## src/rtl/bp_cache_req_arbiter.sv

```systemverilog
// rtl/bp_cache_req_arbiter.sv - shares one LCE request channel between I$ and D$ miss slots
// Define BP_CACHE_REQ_ARB_FIXED_PRIO_EN for fixed D$-first priority instead of round-robin.
module bp_cache_req_arbiter #(
    parameter int req_width_p      = 128,
    parameter int metadata_width_p = 8
) (
    input  logic                        clk_i,
    input  logic                        reset_n_i,
    input  logic [req_width_p-1:0]      icache_req_i,
    input  logic                        icache_req_v_i,
    output logic                        icache_req_ready_o,
    input  logic [metadata_width_p-1:0] icache_req_metadata_i,
    input  logic                        icache_req_metadata_v_i,
    output logic                        icache_req_complete_o,
    input  logic [req_width_p-1:0]      dcache_req_i,
    input  logic                        dcache_req_v_i,
    output logic                        dcache_req_ready_o,
    input  logic [metadata_width_p-1:0] dcache_req_metadata_i,
    input  logic                        dcache_req_metadata_v_i,
    output logic                        dcache_req_complete_o,
    output logic [req_width_p-1:0]      lce_req_o,
    output logic                        lce_req_v_o,
    input  logic                        lce_req_ready_i,
    output logic [metadata_width_p-1:0] lce_req_metadata_o,
    output logic                        lce_req_metadata_v_o,
    input  logic                        lce_req_complete_i,
    output logic [1:0]                  grant_o
);

    typedef enum logic [1:0] {IDLE, META, BUSY} state_e;

    state_e                             state_q, state_d;
    logic [1:0]                         grant_q, grant_d;
    logic [1:0][req_width_p-1:0]        req_q;
    logic [1:0][metadata_width_p-1:0]   meta_q;
    logic [1:0]                         req_full_q, meta_full_q;

    logic [1:0][req_width_p-1:0]        req_in;
    logic [1:0][metadata_width_p-1:0]   meta_in;
    logic [1:0]                         req_v, meta_v;
    logic [1:0]                         eligible, clear, complete;
    logic                               winner;
    logic                               meta_out_v;

    assign req_in  = {dcache_req_i, icache_req_i};
    assign meta_in = {dcache_req_metadata_i, icache_req_metadata_i};
    assign req_v   = {dcache_req_v_i, icache_req_v_i};
    assign meta_v  = {dcache_req_metadata_v_i, icache_req_metadata_v_i};

    // Index 0 is the I$, index 1 the D$; grant_q is one-hot and nonzero only while in flight.
    assign eligible = req_full_q & meta_full_q & ~grant_q;

`ifdef BP_CACHE_REQ_ARB_FIXED_PRIO_EN
    assign winner = eligible[1];
`else
    logic last_grant_q;

    assign winner = (&eligible) ? ~last_grant_q : eligible[1];

    always_ff @(posedge clk_i or negedge reset_n_i) begin
        if (!reset_n_i) begin
            last_grant_q <= 1'b0;
        end else if (lce_req_v_o) begin
            last_grant_q <= winner;
        end
    end
`endif

    always_ff @(posedge clk_i or negedge reset_n_i) begin
        if (!reset_n_i) begin
            state_q <= IDLE;
            grant_q <= 2'b00;
        end else begin
            state_q <= state_d;
            grant_q <= grant_d;
        end
    end

    always_comb begin
        state_d     = state_q;
        grant_d     = grant_q;
        lce_req_v_o = 1'b0;
        meta_out_v  = 1'b0;
        complete    = 2'b00;
        clear       = 2'b00;
        case (state_q)
            IDLE: begin
                lce_req_v_o = lce_req_ready_i & (|eligible);
                if (lce_req_v_o) begin
                    grant_d = winner ? 2'b10 : 2'b01;
                    state_d = META;
                end
            end
            META, BUSY: begin
                meta_out_v = (state_q == META);
                if (lce_req_complete_i) begin
                    complete = grant_q;
                    clear    = grant_q;
                    grant_d  = 2'b00;
                    state_d  = IDLE;
                end else begin
                    state_d  = BUSY;
                end
            end
            default: begin
                state_d = IDLE;
                grant_d = 2'b00;
            end
        endcase
    end

    always_ff @(posedge clk_i or negedge reset_n_i) begin
        if (!reset_n_i) begin
            req_q       <= '0;
            meta_q      <= '0;
            req_full_q  <= 2'b00;
            meta_full_q <= 2'b00;
        end else begin
            for (int s = 0; s < 2; s++) begin
                if (clear[s]) begin
                    req_full_q[s]  <= 1'b0;
                    meta_full_q[s] <= 1'b0;
                end else begin
                    if (req_v[s] && !req_full_q[s]) begin
                        req_q[s]      <= req_in[s];
                        req_full_q[s] <= 1'b1;
                    end
                    // Metadata only lands once its request is held, and only the first beat counts.
                    if (meta_v[s] && req_full_q[s] && !meta_full_q[s]) begin
                        meta_q[s]      <= meta_in[s];
                        meta_full_q[s] <= 1'b1;
                    end
                end
            end
        end
    end

    assign lce_req_o             = lce_req_v_o ? req_q[winner] : '0;
    assign lce_req_metadata_v_o  = meta_out_v;
    assign lce_req_metadata_o    = meta_out_v ? meta_q[grant_q[1]] : '0;
    assign icache_req_ready_o    = ~req_full_q[0];
    assign dcache_req_ready_o    = ~req_full_q[1];
    assign icache_req_complete_o = complete[0];
    assign dcache_req_complete_o = complete[1];
    assign grant_o               = grant_q;

endmodule

```

## config.mk

```make
export PLATFORM = sky130hd
export DESIGN_NAME = bp_cache_req_arbiter
export DESIGN_NICKNAME = d
export VERILOG_FILES = /design/src/rtl/bp_cache_req_arbiter.sv
export SDC_FILE = /design/constraint.sdc
export NUM_CORES = 1
export LEC_CHECK = 0
export CAP_MARGIN = 20
export CELL_PAD_IN_SITES_DETAIL_PLACEMENT = 1
export CELL_PAD_IN_SITES_GLOBAL_PLACEMENT = 1
export CORE_MARGIN = 2
export CORE_UTILIZATION = 40
export DETAILED_ROUTE_END_ITERATION = 8
export PLACE_DENSITY_LB_ADDON = 0.3
export SYNTH_ARGS = -nofsm -noshare
export SYNTH_HDL_FRONTEND = slang
export SYNTH_SLANG_ARGS = --single-unit
```

## constraint.sdc

```tcl
create_clock -name clk_i -period 3.8 [get_ports clk_i]
set_clock_uncertainty 0.2 [all_clocks]
set_input_delay 1.14 -clock clk_i [delete_from_list [all_inputs] [get_ports clk_i]]
set_output_delay 1.14 -clock clk_i [all_outputs]
set_load 0.01 [all_outputs]
```

# --- Word level (Yosys, flattened, before mapping) ---
# Cells that the tools add are included.
classes:
  magnitude_cmp: 2
  n_div: 0
  shifts: 0
  n_eq_ne: 4
  addsub: 0
  n_reduce_logical: 23
  bitwise: 9
  n_mul: 0
  muxes: 26
op_table:
  columns: ["op", "count"]
  rows:
  - ["$mux W128", 3]
  - ["$mux W8", 3]
  - ["$mux W2", 7]
  - ["$reduce_and A2 Y1", 6]
  - ["$mux W1", 11]
  - ["$pmux W2 S2", 2]
  - ["$reduce_bool A2 Y1", 4]
  - ["$logic_and A1 B1 Y1", 6]
  - ["$not A1 Y1", 5]
  - ["$and A2 B2 Y2", 2]
  - ["$logic_not A1 Y1", 4]
  - ["$lt A1 B2 Y1 const B", 2]
  - ["$ne A2 B2 Y1 const B", 2]
  - ["$reduce_or A2 Y1", 2]
  - ["$eq A2 B1 Y1 const B", 1]
  - ["$eq A2 B2 Y1 const B", 1]
  - ["$logic_not A2 Y1", 1]
  - ["$not A2 Y2", 1]
  - ["$and A1 B1 Y1", 1]
totals:
  rom_bits: 0
  in_bits: 280
  latch_bits: 0
  reg_bits: 281
  n_memories: 0
  out_inout_bits: 144
  ramBits: 0

# --- Logic depth before layout (Yosys ltp) ---
logic_depth:
  word_depth: 7
  depth_mapped: 8
  mapped_depth_nobuf: 5

# --- Worst setup path after synthesis ---
# Ideal clock, no wire load.
synth_path:
  path_kind: "input to output"
  startpoint: "input lce_req_ready_i"
  endpoint: "output lce_req_o[100]"
  required_ps: 2460
  t_arrival_ps: 2124
  setup_slack_ps: 336
  cell_stages: 5
  cell_sequence: "nand2_1 > a211oi_1 > clkbuf_1 > buf_2 > a22o_1"
synth_between:
  elab_chain_cells: 3
synth_lines:
  columns: ["item", "line", "source"]
  rows:
  - ["start: declaration", "23", "input logic lce_req_ready_i,"]
  - ["$and A1 B1 Y1", "88", "lce_req_v_o = lce_req_ready_i & (|eligible);"]
  - ["$mux W1", "86", "case (state_q)"]
  - ["$mux W128", "138", "assign lce_req_o = lce_req_v_o ? req_q[winner] : '0;"]
  - ["end: declaration", "21", "output logic [req_width_p-1:0] lce_req_o,"]
# Every way passes these cells.

# --- Worst setup path in the final report ---
layout_path:
  startpoint: "register grant_q[1] (netlist: grant_o[1])"
  endpoint: "output lce_req_o[86]"
layout_between:
  elab_chain_cells: 7
  elab_cells_between_ends: 10
layout_lines:
  columns: ["item", "line", "source"]
  rows:
  - ["start: declaration", "33", "logic [1:0] grant_q, grant_d;"]
  - ["start signal: assignment", "75", "grant_q <= grant_d;"]
  - ["$not A2 Y2 *", "51", "assign eligible = req_full_q & meta_full_q & ~grant_q;"]
  - ["$and A2 B2 Y2 *", "51", null]
  - ["$reduce_and A2 Y1", "58", "assign winner = (&eligible) ? ~last_grant_q : eligible[1];"]
  - ["$mux W1", "58", null]
  - ["$mux W128 (implied by the code) (2 in series)", "138", null]
  - ["$mux W128 *", "138", null]
# Mark *: on every way between the ends. The rest lies on a longest branch, timed or not. The select of a mux whose other input is x is not followed.

==> results.toml <==
[finish]
nets = 1565
fin_cells = 1711
area_delta_synth_final_pct = 46.90
final_common_cell = "clkdlybuf4s50_1"
drive_gt1_share_pct = 41.99
fin_area_um2 = 19010
final_cell_mix = "clkdlybuf4s50_1 (292), dfrtp_1 (280), mux2_4 (221), a22o_1 (127), buf_2 (99)"

[logic_synthesis]
synth_cell_types = 29
synth_seq_cells = 281
synth_nets = 1083
synth_area_per_cell_um2 = 16.18
synth-edff-count = 0
ys_warn_count = 0
synth.cell_area_um2 = 12940
dominantRegCellSynth = "dfrtp_1"
ys_seq_area_share_pct = 54.33
async_reset_ff_share_pct = 100.0
synthCells = 800

[detailed_routing]
drc = 0
drt-wirelength-per-cell_um = 25.53
vias_per_cell = 5.243
drt_iter0_drc = 320
antenna_left = 0
drt_wl_total_mm = 43.68
drtPass1Iterations = 4
dr_total_vias = 8970

[pwr]
p_leak_nw = 9.400
peakVddDrop_uv = 439.1
power_mw = 15.17
power_density_nw_per_um2 = 797.6

[sta]
holdWs_ps = 296.2
slew_headroom_pct = 53.77
max_slew.worst_pin.slew_ps = 693.5
finalMaxSlewViolations = 0
hold_viol = 0
fin_crit_ps = 3851
setup_viol = 23
setup_ws_ps = -50.97
grt_setup_unrepaired = "yes"
fmaxAchievable_mhz = 259.7
fin_crit_sh_pct = 101.3

[die]
start_util_pct = 40.81
die_h_um = 183.9
core_um2 = 31720
ios = 424
rows = 65
die_area_um2 = 33810
die_w_um = 183.9

[place]
io_buffers = 423
place_congestion = 0.7599
dp_hpwl_mm = 27.89
placed_area_um2 = 17760
place_inst = 1609

[outcome]
violations = "negative setup slack"
outcome = "complete, but fails checks"

[clock_tree]
cts_buffer_depth = 3
cts_root_buffer = "clkbuf_16"
h-tree-depth = 1
worst_skew_pair.late_latency_ps = 550
cts_buffers = 31
path_clk_slew_ps = 60
clock-sinks = 281
ctsHoldBuffers = 0
cts_tree = "yes"

[grt]
grt_pass1_wl_mm = 64.83
grt-ovfl-total = 0
grt_pass1_vias = 10134
track_usage_pct = 25.15
antenna_found_initial = 7
grt_max_degree = 76

[worst_setup_path]
end_kind = "output pin"
cp_max_fo = 15
rrSetupSlack_ps = 1150
cp_data_arrival_time_ps = 2510
critPathKind = "reg -> out"
crit_path_start_kind = "register"
cp.required_ps = 2460

[worst_hold_path]
hold_class = "reg -> reg"

[job]
drv_cap = 0
==> metal layers <==
metal / global-route usage [%] / vias to the layer above / share of wire, %
li1: - / 3939 / -
met1: 29.98 / 4626 / 39
met2: 43.71 / 334 / 50
met3: 8.617 / 63 / 9.3
met4: 5.952 / 8 / 1.9
met5: 0 / - / 0.13
==> per-stage QoR <==
step	setup TNS, ps	utilization [%]	setup WS [ps]
detailed placement	-80250	55.99	-690.2
CTS	-2808	59.85	-168.6
global route	-4634	59.94	-146.0
finish	-618.0	59.95	-50.97
global placement	-77770	55.99	-671.1
floorplan	0	-	336.1
==> critical path: stages, from the launching register on <==
cell      delay (ps)
dfrtp_1          390
nand3b_1         250
o2111a_4         380
buf_12           140
buf_12           130
buf_12           130
buf_12           150
a22o_1           240
buf_2            150
==> worst paths after layout <==
| check | from | end | cells after the start |
|---|---|---|---|
| setup reg to reg | state_q[0] | req_q[185] | 7 |
| hold reg to reg | req_q[243] | req_q[243] | 1 |
| max in group asynchronous | reset_n_i | req_q[156] | 3 |
| setup / recovery | grant_o[1] | lce_req_o[86] | 8 |
| hold / removal | req_q[243] | req_q[243] | 1 |
| min in group asynchronous | reset_n_i | req_q[176] | 1 |
==> cell usage after synthesis (2+ instances only) <==
cell type	instances	area, µm²
a21oi_1	3	15.01
a22o_1	130	1139
and3_1	3	18.77
buf_2	25	125.1
buf_6	29	326.6
clkbuf_1	5	18.77
dfrtp_1	281	7032
ha_1	3	37.54
inv_1	6	22.52
mux2_1	4	45.04
mux2_2	47	529.3
mux2_4	221	3318
mux2i_1	8	80.08
nand2_1	4	15.01
nand3b_1	2	15.01
nand4b_1	2	17.52
nor2_1	6	22.52
nor2b_1	8	50.05
nor3_2	2	20.02
or3b_4	2	22.52
==> flip-flops by register name, indices dropped and copies added, names as in the netlist <==
| name | count |
|---|---|
| state_q | 2 |
| req_full_q | 2 |
| meta_q | 16 |
| req_q | 256 |
| grant_o | 2 |
| meta_full_q | 2 |
| last_grant_q | 1 |
==> cell families (layout without fill, tap and decap cells) <==
logic type,count (synthesis),count (layout),share of synthesized area [%]
AOI/OAI and AO/OA,140,140,9.367
DFF,281,281,54.33
other,0,4,0
and+or+nand+nor,31,31,1.518
buffers and inverters,65,570,3.809
adders and majority gates,3,3,0.2900
muxes,280,280,30.69
==> timing repair <==
action,4_1_cts,5_1_grt
resized for setup,512,57
pin swaps,15,32
setup endpoints to repair,129,111
gates cloned,8,2
setup buffers,27,10
==> power by group <==
part           switching [mW]  internal, mW
Sequential               1.03          4.45
Clock                    1.28          2.04
Combinational            2.41          3.95
Total                    4.72          10.5
==> layout make-up <==
cell class              count  area [µm²]
diodes                      4       10.01
clock buffers              39       845.8
clock inverters            17       276.5
fillers                  3002       12700
inverters                   6       22.52
multi-input cells         454        5472
flip-flops and latches    281        7033
well taps                 402       503.0
repair buffers            508        4852
Power figures use the tool's default switching activity.
